### config.mk
export PLATFORM = sky130hd
export DESIGN_NAME = spif_arbiter
export DESIGN_NICKNAME = d
export VERILOG_FILES = /design/src/rtl/spif_pkg.sv /design/src/rtl/spif_arbiter.sv
export SDC_FILE = /design/constraint.sdc
export NUM_CORES = 1
export LEC_CHECK = 0
export CAP_MARGIN = 10
export CORE_UTILIZATION = 59
export CTS_BUF_LIST = sky130_fd_sc_hd__clkbuf_4 sky130_fd_sc_hd__clkbuf_8
export CTS_CLUSTER_DIAMETER = 120
export DETAILED_ROUTE_END_ITERATION = 16
export PLACE_DENSITY = 0.88
export SLEW_MARGIN = 30
export SYNTH_ARGS = -nofsm -noshare
export SYNTH_HDL_FRONTEND = slang
export SYNTH_SLANG_ARGS = --single-unit
### constraint.sdc
create_clock -name clk_in -period 4.81 [get_ports clk_in]
set_input_delay 0.481 -clock clk_in [delete_from_list [all_inputs] [get_ports clk_in]]
set_output_delay 0.481 -clock clk_in [all_outputs]
set_load 0.01 [all_outputs]
### src/rtl/spif_pkg.sv
// rtl/spif_pkg.sv - shared state encoding, port indices, defaults and saturating helpers for spif_arbiter
package spif_pkg;

    // Session state machine encoding
    typedef enum logic [1:0] {
        ST_IDLE = 2'd0,
        ST_OPEN = 2'd1,
        ST_XFER = 2'd2,
        ST_CSH  = 2'd3
    } spif_state_e;

    // Owner index values carried in the owner register
    localparam logic PORT_A = 1'b0;
    localparam logic PORT_B = 1'b1;

    // Parameter defaults
    localparam int CSH_CYCLES_DEF = 4;
    localparam int TIMEOUT_DEF    = 65535;

    // Counters saturate instead of wrapping
    function automatic logic [15:0] sat_inc16(input logic [15:0] v);
        return (v == 16'hFFFF) ? v : v + 16'd1;
    endfunction

    function automatic logic [7:0] sat_dec8(input logic [7:0] v);
        return (v == 8'd0) ? v : v - 8'd1;
    endfunction

endpackage

### src/rtl/spif_arbiter.sv
// rtl/spif_arbiter.sv - two-port SPI flash session arbiter in front of an external byte shifter
//
// Ports:
//   clk_in, rst_n                 clock, asynchronous active-low reset
//   a_req/a_go/a_tx               port A session request, byte strobe, byte to send
//   a_gnt/a_ready/a_rvalid        port A owns session, may strobe go, received byte pulse
//   b_*                           same set for port B (fixed priority, never preempts)
//   rdata                         last received byte, shared by both ports
//   spi_go/spi_tx                 start pulse and byte to the external shifter
//   spi_done/spi_rx               completion pulse and received byte from the shifter
//   spi_csn                       flash chip select, active low
module spif_arbiter
    import spif_pkg::*;
#(
    parameter int CSH_CYCLES = CSH_CYCLES_DEF,
    parameter int TIMEOUT    = TIMEOUT_DEF
) (
    input  logic       clk_in,
    input  logic       rst_n,
    input  logic       a_req,
    input  logic       a_go,
    input  logic [7:0] a_tx,
    output logic       a_gnt,
    output logic       a_ready,
    output logic       a_rvalid,
    input  logic       b_req,
    input  logic       b_go,
    input  logic [7:0] b_tx,
    output logic       b_gnt,
    output logic       b_ready,
    output logic       b_rvalid,
    output logic [7:0] rdata,
    output logic       spi_go,
    output logic [7:0] spi_tx,
    input  logic       spi_done,
    input  logic [7:0] spi_rx,
    output logic       spi_csn
);

    localparam logic [7:0]  CSH_LOAD  = 8'(CSH_CYCLES);
    localparam logic [15:0] TMO_LIMIT = 16'(TIMEOUT);
    localparam bit          TMO_EN    = (TIMEOUT != 0);

    spif_state_e state_q, state_d;
    logic        owner_q, owner_d;
    logic        a_gnt_q, a_gnt_d;
    logic        b_gnt_q, b_gnt_d;
    logic        a_ready_q, a_ready_d;
    logic        b_ready_q, b_ready_d;
    logic        a_rvalid_q, a_rvalid_d;
    logic        b_rvalid_q, b_rvalid_d;
    logic [7:0]  rdata_q, rdata_d;
    logic        spi_go_q, spi_go_d;
    logic [7:0]  spi_tx_q, spi_tx_d;
    logic        spi_csn_q, spi_csn_d;
    logic [7:0]  csh_cnt_q, csh_cnt_d;
    logic [15:0] tmo_cnt_q, tmo_cnt_d;
    // Set by a timeout release; the port cannot be granted again until its req is seen low
    logic        a_lock_q, a_lock_d;
    logic        b_lock_q, b_lock_d;

    // Current owner's view of the port inputs
    logic        owner_req;
    logic        owner_go;
    logic        owner_ready;
    logic [7:0]  owner_tx;
    logic [15:0] tmo_inc;
    logic        tmo_hit;
    logic        do_release;

    assign owner_req   = (owner_q == PORT_B) ? b_req     : a_req;
    assign owner_go    = (owner_q == PORT_B) ? b_go      : a_go;
    assign owner_ready = (owner_q == PORT_B) ? b_ready_q : a_ready_q;
    assign owner_tx    = (owner_q == PORT_B) ? b_tx      : a_tx;
    assign tmo_inc     = sat_inc16(tmo_cnt_q);
    assign tmo_hit     = TMO_EN && (tmo_inc >= TMO_LIMIT);

    always_comb begin
        state_d    = state_q;
        owner_d    = owner_q;
        a_gnt_d    = a_gnt_q;
        b_gnt_d    = b_gnt_q;
        a_ready_d  = a_ready_q;
        b_ready_d  = b_ready_q;
        a_rvalid_d = 1'b0;
        b_rvalid_d = 1'b0;
        rdata_d    = rdata_q;
        spi_go_d   = 1'b0;
        spi_tx_d   = spi_tx_q;
        spi_csn_d  = spi_csn_q;
        csh_cnt_d  = csh_cnt_q;
        tmo_cnt_d  = tmo_cnt_q;
        a_lock_d   = a_lock_q & a_req;
        b_lock_d   = b_lock_q & b_req;
        do_release = 1'b0;

        case (state_q)
            ST_IDLE: begin
                spi_csn_d = 1'b1;
                if (b_req && !b_lock_q) begin
                    owner_d   = PORT_B;
                    b_gnt_d   = 1'b1;
                    b_ready_d = 1'b1;
                    spi_csn_d = 1'b0;
                    tmo_cnt_d = 16'd0;
                    state_d   = ST_OPEN;
                end else if (a_req && !a_lock_q) begin
                    owner_d   = PORT_A;
                    a_gnt_d   = 1'b1;
                    a_ready_d = 1'b1;
                    spi_csn_d = 1'b0;
                    tmo_cnt_d = 16'd0;
                    state_d   = ST_OPEN;
                end
            end

            ST_OPEN: begin
                // A dropped request wins over a same-cycle go
                if (!owner_req) begin
                    do_release = 1'b1;
                end else if (owner_go && owner_ready) begin
                    spi_go_d  = 1'b1;
                    spi_tx_d  = owner_tx;
                    a_ready_d = 1'b0;
                    b_ready_d = 1'b0;
                    tmo_cnt_d = 16'd0;
                    state_d   = ST_XFER;
                end else if (tmo_hit) begin
                    do_release = 1'b1;
                    if (owner_q == PORT_B) begin
                        b_lock_d = 1'b1;
                    end else begin
                        a_lock_d = 1'b1;
                    end
                end else begin
                    tmo_cnt_d = tmo_inc;
                end
            end

            ST_XFER: begin
                if (spi_done) begin
                    rdata_d = spi_rx;
                    if (owner_q == PORT_B) begin
                        b_rvalid_d = 1'b1;
                    end else begin
                        a_rvalid_d = 1'b1;
                    end
                    // The byte always completes; a request dropped meanwhile releases here
                    if (owner_req) begin
                        if (owner_q == PORT_B) begin
                            b_ready_d = 1'b1;
                        end else begin
                            a_ready_d = 1'b1;
                        end
                        tmo_cnt_d = 16'd0;
                        state_d   = ST_OPEN;
                    end else begin
                        do_release = 1'b1;
                    end
                end
            end

            ST_CSH: begin
                if (csh_cnt_q <= 8'd1) begin
                    csh_cnt_d = 8'd0;
                    state_d   = ST_IDLE;
                end else begin
                    csh_cnt_d = sat_dec8(csh_cnt_q);
                end
            end

            default: begin
                state_d = ST_IDLE;
            end
        endcase

        if (do_release) begin
            spi_csn_d = 1'b1;
            a_gnt_d   = 1'b0;
            b_gnt_d   = 1'b0;
            a_ready_d = 1'b0;
            b_ready_d = 1'b0;
            csh_cnt_d = CSH_LOAD;
            tmo_cnt_d = 16'd0;
            state_d   = ST_CSH;
        end
    end

    always_ff @(posedge clk_in or negedge rst_n) begin
        if (!rst_n) begin
            state_q    <= ST_IDLE;
            owner_q    <= PORT_A;
            a_gnt_q    <= 1'b0;
            b_gnt_q    <= 1'b0;
            a_ready_q  <= 1'b0;
            b_ready_q  <= 1'b0;
            a_rvalid_q <= 1'b0;
            b_rvalid_q <= 1'b0;
            rdata_q    <= 8'd0;
            spi_go_q   <= 1'b0;
            spi_tx_q   <= 8'd0;
            spi_csn_q  <= 1'b1;
            csh_cnt_q  <= 8'd0;
            tmo_cnt_q  <= 16'd0;
            a_lock_q   <= 1'b0;
            b_lock_q   <= 1'b0;
        end else begin
            state_q    <= state_d;
            owner_q    <= owner_d;
            a_gnt_q    <= a_gnt_d;
            b_gnt_q    <= b_gnt_d;
            a_ready_q  <= a_ready_d;
            b_ready_q  <= b_ready_d;
            a_rvalid_q <= a_rvalid_d;
            b_rvalid_q <= b_rvalid_d;
            rdata_q    <= rdata_d;
            spi_go_q   <= spi_go_d;
            spi_tx_q   <= spi_tx_d;
            spi_csn_q  <= spi_csn_d;
            csh_cnt_q  <= csh_cnt_d;
            tmo_cnt_q  <= tmo_cnt_d;
            a_lock_q   <= a_lock_d;
            b_lock_q   <= b_lock_d;
        end
    end

    assign a_gnt    = a_gnt_q;
    assign b_gnt    = b_gnt_q;
    assign a_ready  = a_ready_q;
    assign b_ready  = b_ready_q;
    assign a_rvalid = a_rvalid_q;
    assign b_rvalid = b_rvalid_q;
    assign rdata    = rdata_q;
    assign spi_go   = spi_go_q;
    assign spi_tx   = spi_tx_q;
    assign spi_csn  = spi_csn_q;

endmodule

Word level (Yosys, flattened, before mapping). Cells that the tools add are included.

Bits in registers: 53. Bits of input ports: 31. Output and inout port bits: 24. Word-level logic and storage cells: 140.

Add/subtract/negate cells: 2. $lt $le $gt $ge: 2. Eq/ne operators: 18. Mux-type cells: 77. Bitwise gates (word level): 2. Reductions and logical operators: 23.

Operator list (number): 16-bit two-way mux (9); 1-bit two-way mux (50); 16-bit one-hot mux with 3 select lines (1); 8-bit two-way mux (5); 3-bit inequality test (second input constant) (11); 16-bit by 1-bit adder with 16-bit output (second input constant) (1); 16-bit == test (second input constant) (1); 16-bit greater-or-equal comparator (second input constant) (1); 2-bit two-way mux (8); 6-bit AND reduction (2); 2-bit nonzero test (5); 8-bit by 1-bit <= comparator with 1-bit output (second input constant) (1); 8-bit zero test (1); 4-bit inequality test (second input constant) (2); 2-bit one-hot mux with 4 select lines (1); 2-bit AND reduction (4); 8-bit AND reduction (1); 8-bit by 1-bit subtractor with 8-bit output (second input constant) (1); 7-bit AND reduction (1); 1-bit one-hot mux with 3 select lines (2); 3-bit AND reduction (2); 2-bit == test (second input constant) (2); 4-bit nonzero test (1); 1-bit logical AND (3); 6 further kinds (8).

Longest topological paths before layout. Gate-level depths: netlist of the first run.

Depth in word-level cells: 9. Depth in mapped cells: 12. Gate-level depth less buffers: 9.

Least setup slack after synthesis of the first run. Ideal clock, no wire load.

Path type: reg2reg. Start point: register tmo_cnt_q[0]. End point: register tmo_cnt_q[8]. Setup time: 0.126 ns. Arrival time: 2.733 ns. Path slack: 1.951 ns. Stages on the path, launching flop included: 12. Path buffers: 2. Clock period less this slack: 2.859 ns. Cell sequence: dfrtp_1 ha_1 nand3_1 or2_4 o21ai_1 a22oi_1 or4_1 buf_2 o31a_1 buf_6 o211a_1 a221o_1.

Word-level cells in the longest chain between the ends: 9. Elaborated cells between the ends (all ways): 20. Those cells by class: add/sub (1); order compare (1); eq/ne (6); mux (10); reduce/logical (2).

RTL lines: start, declared (RTL line spif_arbiter.sv:57) `logic [15:0] tmo_cnt_q, tmo_cnt_d;`; start signal, assigned (RTL line spif_arbiter.sv:221) `tmo_cnt_q <= tmo_cnt_d;`; 16-bit by 1-bit adder with 16-bit output or 16-bit == test (tied branches) (RTL line spif_pkg.sv:22) `return (v == 16'hFFFF) ? v : v + 16'd1;`; 16-bit two-way mux (*) (RTL line spif_pkg.sv:22); 16-bit greater-or-equal comparator (RTL line spif_arbiter.sv:76) `assign tmo_hit = TMO_EN && (tmo_inc >= TMO_LIMIT);`; 1-bit two-way mux (RTL line spif_arbiter.sv:128) `end else if (tmo_hit) begin`; 1-bit two-way mux (RTL line spif_arbiter.sv:121) `end else if (owner_go && owner_ready) begin`; 1-bit two-way mux (RTL line spif_arbiter.sv:119) `if (!owner_req) begin`; 1-bit one-hot mux with 2 select lines (RTL line spif_arbiter.sv:97) `case (state_q)`; 4-bit inequality test (no line) (tied with other cells); 6-bit AND reduction (no line).

Every way passes the cells marked *; elsewhere a longest branch is shown, timed or not. The select of a mux whose other input is x is not followed. A chain may end at the register's enable or synchronous reset.

Final worst setup path of the first run.
Start point: register owner_q. End point: register tmo_cnt_q[0].

Word-level cells in the longest chain between the ends: 7. Elaborated cells between the ends (all ways): 20. Those cells by class: eq/ne (5); mux (12); reduce/logical (3).

RTL lines: start, declared (RTL line spif_arbiter.sv:45) `logic owner_q, owner_d;`; start signal, assigned (RTL line spif_arbiter.sv:209) `owner_q <= owner_d;`; 1-bit two-way mux (on tied branches) (RTL line spif_arbiter.sv:72, spif_arbiter.sv:73); 1-bit logical AND (RTL line spif_arbiter.sv:121); 1-bit two-way mux (RTL line spif_arbiter.sv:121); 1-bit two-way mux (RTL line spif_arbiter.sv:119); 1-bit one-hot mux with 2 select lines (RTL line spif_arbiter.sv:97); 4-bit inequality test (no line) (tied with other cells); 6-bit AND reduction (no line).

Several ways; a longest one is shown, not always the timed one. The select of a mux whose other input is x is not followed.

==> results.py, run 1 <==
metrics = {
    "worst_setup_path": {
        "critPathArrivalTime_ns": 3.79,
        "cpMaxStageDelayCell": "dfrtp_1",
        "worst_setup_path_end_kind": "flop",
        "crit_path_cell_trace": "inv_1 > a31oi_1 > nand2_1 > nor3_1 > nand3_1 > o31a_2 > a21o_1 > a22o_1",
        "max_stage_delay_ns": 0.82,
        "reg2reg_depth": 8,
        "worst_path_dominant_cell_family": "compound AO/OA/AOI/OAI gates",
        "rrSetupSlack_ns": 1.23,
        "start_kind": "flop",
        "crit_buf_inv": 1,
        "rr_endpoint": "tmo_cnt_q[0]$_DFFE_PN0P_",
        "required_ns": 5.02,
        "crit_type": "flop to flop",
        "worstPathMaxFanout": 22,
        "rr_startpoint": "owner_q$_DFFE_PN0P_",
    },
    "floorplan": {
        "io_pins": 55,
        "die_h_um": 74.2,
        "coreArea_sq_um": 4880,
        "rows": 25,
        "die_w_um": 74.2,
        "die_area_sq_um": 5500,
        "initial_utilization": 0.630,
    },
    "worst_hold_path": {
        "hp-class": "input port to asynchronous set/reset pin",
    },
    "cts": {
        "cts_hold_buf": 0,
        "clockBufferDepth": 2,
        "htree_levels": 2,
        "root_buffer": "clkbuf_8",
        "cts_buffers": 5,
        "post_cts_buffers": 0,
        "cts_tree": "done",
        "clk_pin_slew_ns": 0.10,
        "clk_latency_ns": 0.31,
        "clkSinkCount": 53,
        "cts-resized-gates": 0,
    },
    "pwr": {
        "power_leakage_nw": 1.61,
        "vdd_drop_max_v": 0.000186,
        "fin_total_pwr_mw": 0.840,
        "cellPowerDensity_nw_per_um2": 224,
    },
    "logic_synthesis": {
        "synth_area_per_cell_sq_um": 9.23,
        "syn_area_sq_um": 3070,
        "yosysWarningCount": 0,
        "synthCells": 333,
        "synth_edf_count": 0,
        "ys_seq_area_frac": 0.432,
        "synthFlopType": "dfrtp_1",
        "synth.distinct_cells": 61,
        "synth-seq-cells": 53,
        "synthesis.nets": 371,
        "synthArstFlopShare": 1.00,
    },
    "timing": {
        "fin_crit_ns": 3.58,
        "finalSetupViolCount": 0,
        "rsz0062_at_grt": "false",
        "slew_headroom": 0.513,
        "fin_crit_sh": 0.745,
        "finalHoldViolations": 0,
        "drv_slew": 0,
        "max_slew.worst_pin.slew_ns": 0.730,
        "fin_tns_setup_ns": 0,
        "fin_skew_ns": 0.00573,
        "max_freq_ghz": 0.279,
    },
    "routing": {
        "detail_route.wl_per_cell_um": 16.8,
        "viasPerCell": 6.25,
        "antenna_left": 0,
        "drt_iter0_markers": 179,
        "dr.pass1.iters": 5,
        "vias": 2793,
        "wl_mm": 7.50,
        "drc_errors": 0,
    },
    "global_routing": {
        "grt_pass1_wl_mm": 12.5,
        "grt_start_max_net_pins": 54,
        "grt_overflow_total": 0,
        "grt_usage": 0.299,
        "antenna_found_initial": 0,
        "grt_pass1_vias": 2689,
    },
    "layout": {
        "syn2layout_area_growth_pct": 22.3,
        "drive_gt1_frac": 0.103,
        "diodes": 0,
        "final_common_cell": "clkdlybuf4s50_1",
        "fin_nets": 417,
        "layout_common_cells": "53 x clkdlybuf4s50_1, 52 x dfrtp_1, 33 x nand2_1, 21 x nor2_1, 21 x a21oi_1",
        "n_fill_cell": 361,
    },
    "place": {
        "place_hpwl_mm": 5.36,
        "routabilityCongestion": 0.970,
        "io_buffers": 54,
    },
    "outcome": {
        "status": "completed",
    },
    "job": {
        "drv_cap": 0,
    },
}
-- synthesized netlist by cell type (all sizes together), types with 8 or more instances --
cell	number	area share
nor2	23	0.030
nor3	13	0.021
mux2	8	0.029
inv	13	0.016
a21oi	22	0.037
o21ai	25	0.041
nand2	33	0.040
buf	12	0.024
and3	9	0.018
a31oi	11	0.022
dfrtp	52	0.42
mux2i	10	0.033
nand3	15	0.024
-- per-layer routing --
metal | routed length (um) | GRT usage | part of all wire | vias up
met5 | 0 | 0 | 0 | -
met4 | 123 | 0.107 | 0.016 | 0
met3 | 666 | 0.0894 | 0.089 | 16
met2 | 3590 | 0.501 | 0.48 | 157
met1 | 3110 | 0.365 | 0.42 | 1294
li1 | - | - | - | 1326
-- sequential cells by signal, indices dropped and copies added, names as in the netlist, 2 cells and up --
| signal | count |
|---|---|
| tmo_cnt_q | 16 |
| csh_cnt_q | 8 |
| rdata | 8 |
| spi_tx | 8 |
| state_q | 2 |
-- layout make-up --
type                    count  area [sq um]  area share
clock buffers               5          68.8      0.0183
flip-flops and latches     53          1330       0.353
repair buffers             57           558       0.148
clock inverters             3          65.1      0.0173
multi-input cells         249          1610       0.427
inverters                  13          48.8      0.0130
well taps                  67          83.8      0.0223
-- worst max path at each step --
stage | from | cells past startpoint | to | slack [ns]
after global routing | owner_q$_DFFE_PN0P_ | 8 | tmo_cnt_q[0]$_DFFE_PN0P_ | 0.98
final | owner_q$_DFFE_PN0P_ | 8 | tmo_cnt_q[0]$_DFFE_PN0P_ | 1.23
after detailed placement | owner_q$_DFFE_PN0P_ | 8 | tmo_cnt_q[13]$_DFFE_PN0P_ | 1.21
after global placement | owner_q$_DFFE_PN0P_ | 8 | tmo_cnt_q[4]$_DFFE_PN0P_ | 1.24
after CTS | owner_q$_DFFE_PN0P_ | 8 | tmo_cnt_q[13]$_DFFE_PN0P_ | 1.16
after floorplan | tmo_cnt_q[0]$_DFFE_PN0P_ | 11 | tmo_cnt_q[8]$_DFFE_PN0P_ | 1.95
-- per-stage QoR --
| stage | hold slack (ns) | util | worst slack, ns | cells | area, sq um |
|---|---|---|---|---|---|
| final | 0.267 | 0.770 | 1.23 | 447 | 3760 |
| after global routing | 0.328 | 0.770 | 0.981 | 447 | 3760 |
| after CTS | 0.310 | 0.769 | 1.16 | 447 | 3750 |
| after detailed placement | 0.474 | 0.742 | 1.21 | 439 | 3620 |
| after global placement | 0.466 | 0.742 | 1.24 | 439 | 3620 |
| after floorplan | 0.185 | - | 1.95 | 333 | 3070 |
-- where the power goes --
group,switching [mW],total [mW],internal [mW],leakage [nW]
clock,0.150,0.357,0.207,0.0681
sequential,0,0.445,0.445,0.697
combinational,0.0148,0.0382,0.0235,0.840
-- cells by family after synthesis --
group	after synthesis	share of synthesized area
simple gates	123	0.205
compound gates	100	0.223
flops	53	0.432
buf+inv	31	0.0472
mux	18	0.0619
fa+ha+maj	7	0.0285
xor+xnor	1	0.00285
No activity file was read; power rests on OpenSTA's default activity.
==> run 2, diff against run 1 <==
--- a/config.mk
+++ b/config.mk
@@ -6,11 +6,11 @@
 export NUM_CORES = 1
 export LEC_CHECK = 0
 export CAP_MARGIN = 10
-export CORE_UTILIZATION = 59
+export CORE_UTILIZATION = 49
 export CTS_BUF_LIST = sky130_fd_sc_hd__clkbuf_4 sky130_fd_sc_hd__clkbuf_8
 export CTS_CLUSTER_DIAMETER = 120
 export DETAILED_ROUTE_END_ITERATION = 16
-export PLACE_DENSITY = 0.88
+export PLACE_DENSITY = 0.78
 export SLEW_MARGIN = 30
 export SYNTH_ARGS = -nofsm -noshare
 export SYNTH_HDL_FRONTEND = slang
==> constraint.sdc (replaced) <==
create_clock -name clk_in -period 3 [get_ports clk_in]
set_input_delay 0.3 -clock clk_in [delete_from_list [all_inputs] [get_ports clk_in]]
set_output_delay 0.3 -clock clk_in [all_outputs]
set_load 0.01 [all_outputs]
==> run 2 against run 1 <==
  * First-iteration DRC count is 95% higher
  * Clock-buffer cell count stayed put
  * Setup slack worse by 1.1 ns
  * Sequential power is 60% higher
==> results.py, run 2 (same netlist as run 1, synthesis figures left out) <==
metrics = {
    "cts": {
        "root_buffer": "clkbuf_8",
        "clockBufferDepth": 2,
        "htree_levels": 2,
        "cts_tree": "done",
        "clkSinkCount": 53,
        "cts_buffers": 5,
        "clk_latency_ns": 0.31,
        "clk_pin_slew_ns": 0.10,
    },
    "routing": {
        "detail_route.wl_per_cell_um": 16.5,
        "drt_iter0_markers": 349,
        "antenna_left": 0,
        "dr.pass1.iters": 6,
        "viasPerCell": 6.06,
        "wl_mm": 7.99,
        "vias": 2928,
        "drc_errors": 0,
    },
    "pwr": {
        "cellPowerDensity_nw_per_um2": 323,
        "p_comb_frac": 0.048,
        "p_sw_frac": 0.219,
        "vdd_drop_max_v": 0.000224,
        "power_leakage_nw": 1.77,
        "p_seq_frac": 0.553,
        "fin_total_pwr_mw": 1.29,
        "internal_power_mw": 1.01,
        "switching_power_mw": 0.282,
        "clock_power_share": 0.399,
    },
    "global_routing": {
        "grt_usage": 0.262,
        "grt_pass1_vias": 2882,
        "grt_start_max_net_pins": 36,
        "grt_pass1_wl_mm": 13.2,
        "grt_overflow_total": 0,
        "antenna_found_initial": 0,
    },
    "timing": {
        "max_freq_ghz": 0.349,
        "fin_crit_ns": 2.87,
        "fin_skew_ns": 0.00619,
        "setup_slack_ns": 0.131,
        "finalHoldViolations": 0,
        "fin_crit_sh": 0.956,
        "hold_ws_ns": 0.451,
        "max_slew.worst_pin.slew_ns": 0.522,
        "slew_headroom": 0.651,
        "rsz0062_at_grt": "false",
        "fin_tns_setup_ns": 0,
        "drv_slew": 0,
        "finalSetupViolCount": 0,
    },
    "floorplan": {
        "rows": 28,
        "initial_utilization": 0.513,
        "die_w_um": 81.2,
        "coreArea_sq_um": 5990,
        "io_pins": 55,
        "die_h_um": 81.2,
        "die_area_sq_um": 6590,
    },
    "place": {
        "io_buffers": 54,
        "place_hpwl_mm": 5.78,
        "dpl-instance-area_sq_um": 3810,
        "dp_slack_ns": 0.146,
        "routabilityCongestion": 0.960,
        "dpl.cell_count": 471,
    },
    "layout": {
        "diodes": 0,
        "layout_common_cells": "53 x clkdlybuf4s50_1, 52 x dfrtp_1, 33 x nand2_1, 29 x buf_4",
        "drive_gt1_frac": 0.162,
        "syn2layout_area_growth_pct": 29.8,
        "final_common_cell": "clkdlybuf4s50_1",
        "instances_no_fill": 483,
        "n_fill_cell": 474,
        "largest_register_ffs": 16,
        "top_register": "tmo_cnt_q",
        "fin_nets": 445,
        "final_util": 0.666,
        "fin_area_sq_um": 3990,
    },
    "worst_setup_path": {
        "start_kind": "flop",
        "worst_path_dominant_cell_family": "simple AND/OR/NAND/NOR gates",
        "worst_setup_path_end_kind": "flop",
        "crit_top_cell": "buf_4",
        "cpMaxStageDelayCell": "or4_1",
        "worstPathMaxFanout": 7,
        "crit_type": "flop to flop",
        "critPathArrivalTime_ns": 3.08,
        "crit_buf_inv": 3,
        "required_ns": 3.21,
        "crit_path_cell_trace": "ha_1 > buf_4 > nor3_1 > o22a_1 > nand3_1 > or4_1 > buf_4 > o31ai_4 > buf_4 > a311oi_1 > o22a_1",
        "max_stage_delay_ns": 0.55,
    },
    "outcome": {
        "status": "completed",
    },
    "job": {
        "drv_cap": 0,
    },
    "worst_hold_path": {
        "hp-class": "input port to asynchronous set/reset pin",
    },
}
-- run 2: worst register-to-register path, stage by stage, from the launching register on --
cell	delay, ns
dfrtp_1	0.45
ha_1	0.23
buf_4	0.16
nor3_1	0.20
o22a_1	0.19
nand3_1	0.10
or4_1	0.55
buf_4	0.18
o31ai_4	0.21
buf_4	0.20
a311oi_1	0.06
o22a_1	0.21
-- run 2: worst paths after layout --
check / slack [ns] / endpoint / depth (start not counted) / startpoint
min in group clk_in: 0.50 / spi_tx[3]$_DFFE_PN0P_ / 2 / spi_tx[3]$_DFFE_PN0P_
worst max register to register: 0.13 / tmo_cnt_q[13]$_DFFE_PN0P_ / 11 / tmo_cnt_q[1]$_DFFE_PN0P_
worst min-delay path: 0.45 / tmo_cnt_q[4]$_DFFE_PN0P_ / 2 / rst_n
max in group asynchronous: 1.73 / spi_csn$_DFFE_PN1P_ / 3 / rst_n
worst max-delay path: 0.13 / tmo_cnt_q[13]$_DFFE_PN0P_ / 11 / tmo_cnt_q[1]$_DFFE_PN0P_
worst min register to register: 0.50 / spi_tx[3]$_DFFE_PN0P_ / 2 / spi_tx[3]$_DFFE_PN0P_
-- run 2: cell type report --
cell class | count | area, sq um | area share
clock buffers | 5 | 68.8 | 0.0172
well taps | 75 | 93.8 | 0.0235
repair buffers | 85 | 774 | 0.194
clock inverters | 3 | 50.0 | 0.0125
flip-flops and latches | 53 | 1330 | 0.333
inverters | 13 | 48.8 | 0.0122
multi-input cells | 249 | 1630 | 0.408
-- run 2: timing repair --
action | in CTS | in global routing
hold endpoints to repair | 18 | 0
gates resized for setup | 0 | 7
setup endpoints to repair | 0 | 11
hold buffers | 1 | 0
setup buffers | 0 | 2
-- run 2: power groups by stage --
stage / registers (mW) / logic [mW] / clock network, mW
final: 0.714 / 0.0621 / 0.515
after global routing: 0.714 / 0.0699 / 0.545
after CTS: 0.714 / 0.0642 / 0.521
after detailed placement: 0.728 / 0.0632 / 0
after global placement: 0.728 / 0.0613 / 0
after floorplan: 0.728 / 0.00695 / 0
-- run 2: metal layers --
metal	GRT usage	wire [um]	vias to the layer above
met2	0.442	3820	163
li1	-	-	1374
met3	0.0596	662	22
met1	0.328	3310	1369
met4	0.0946	202	0
met5	0	0	-
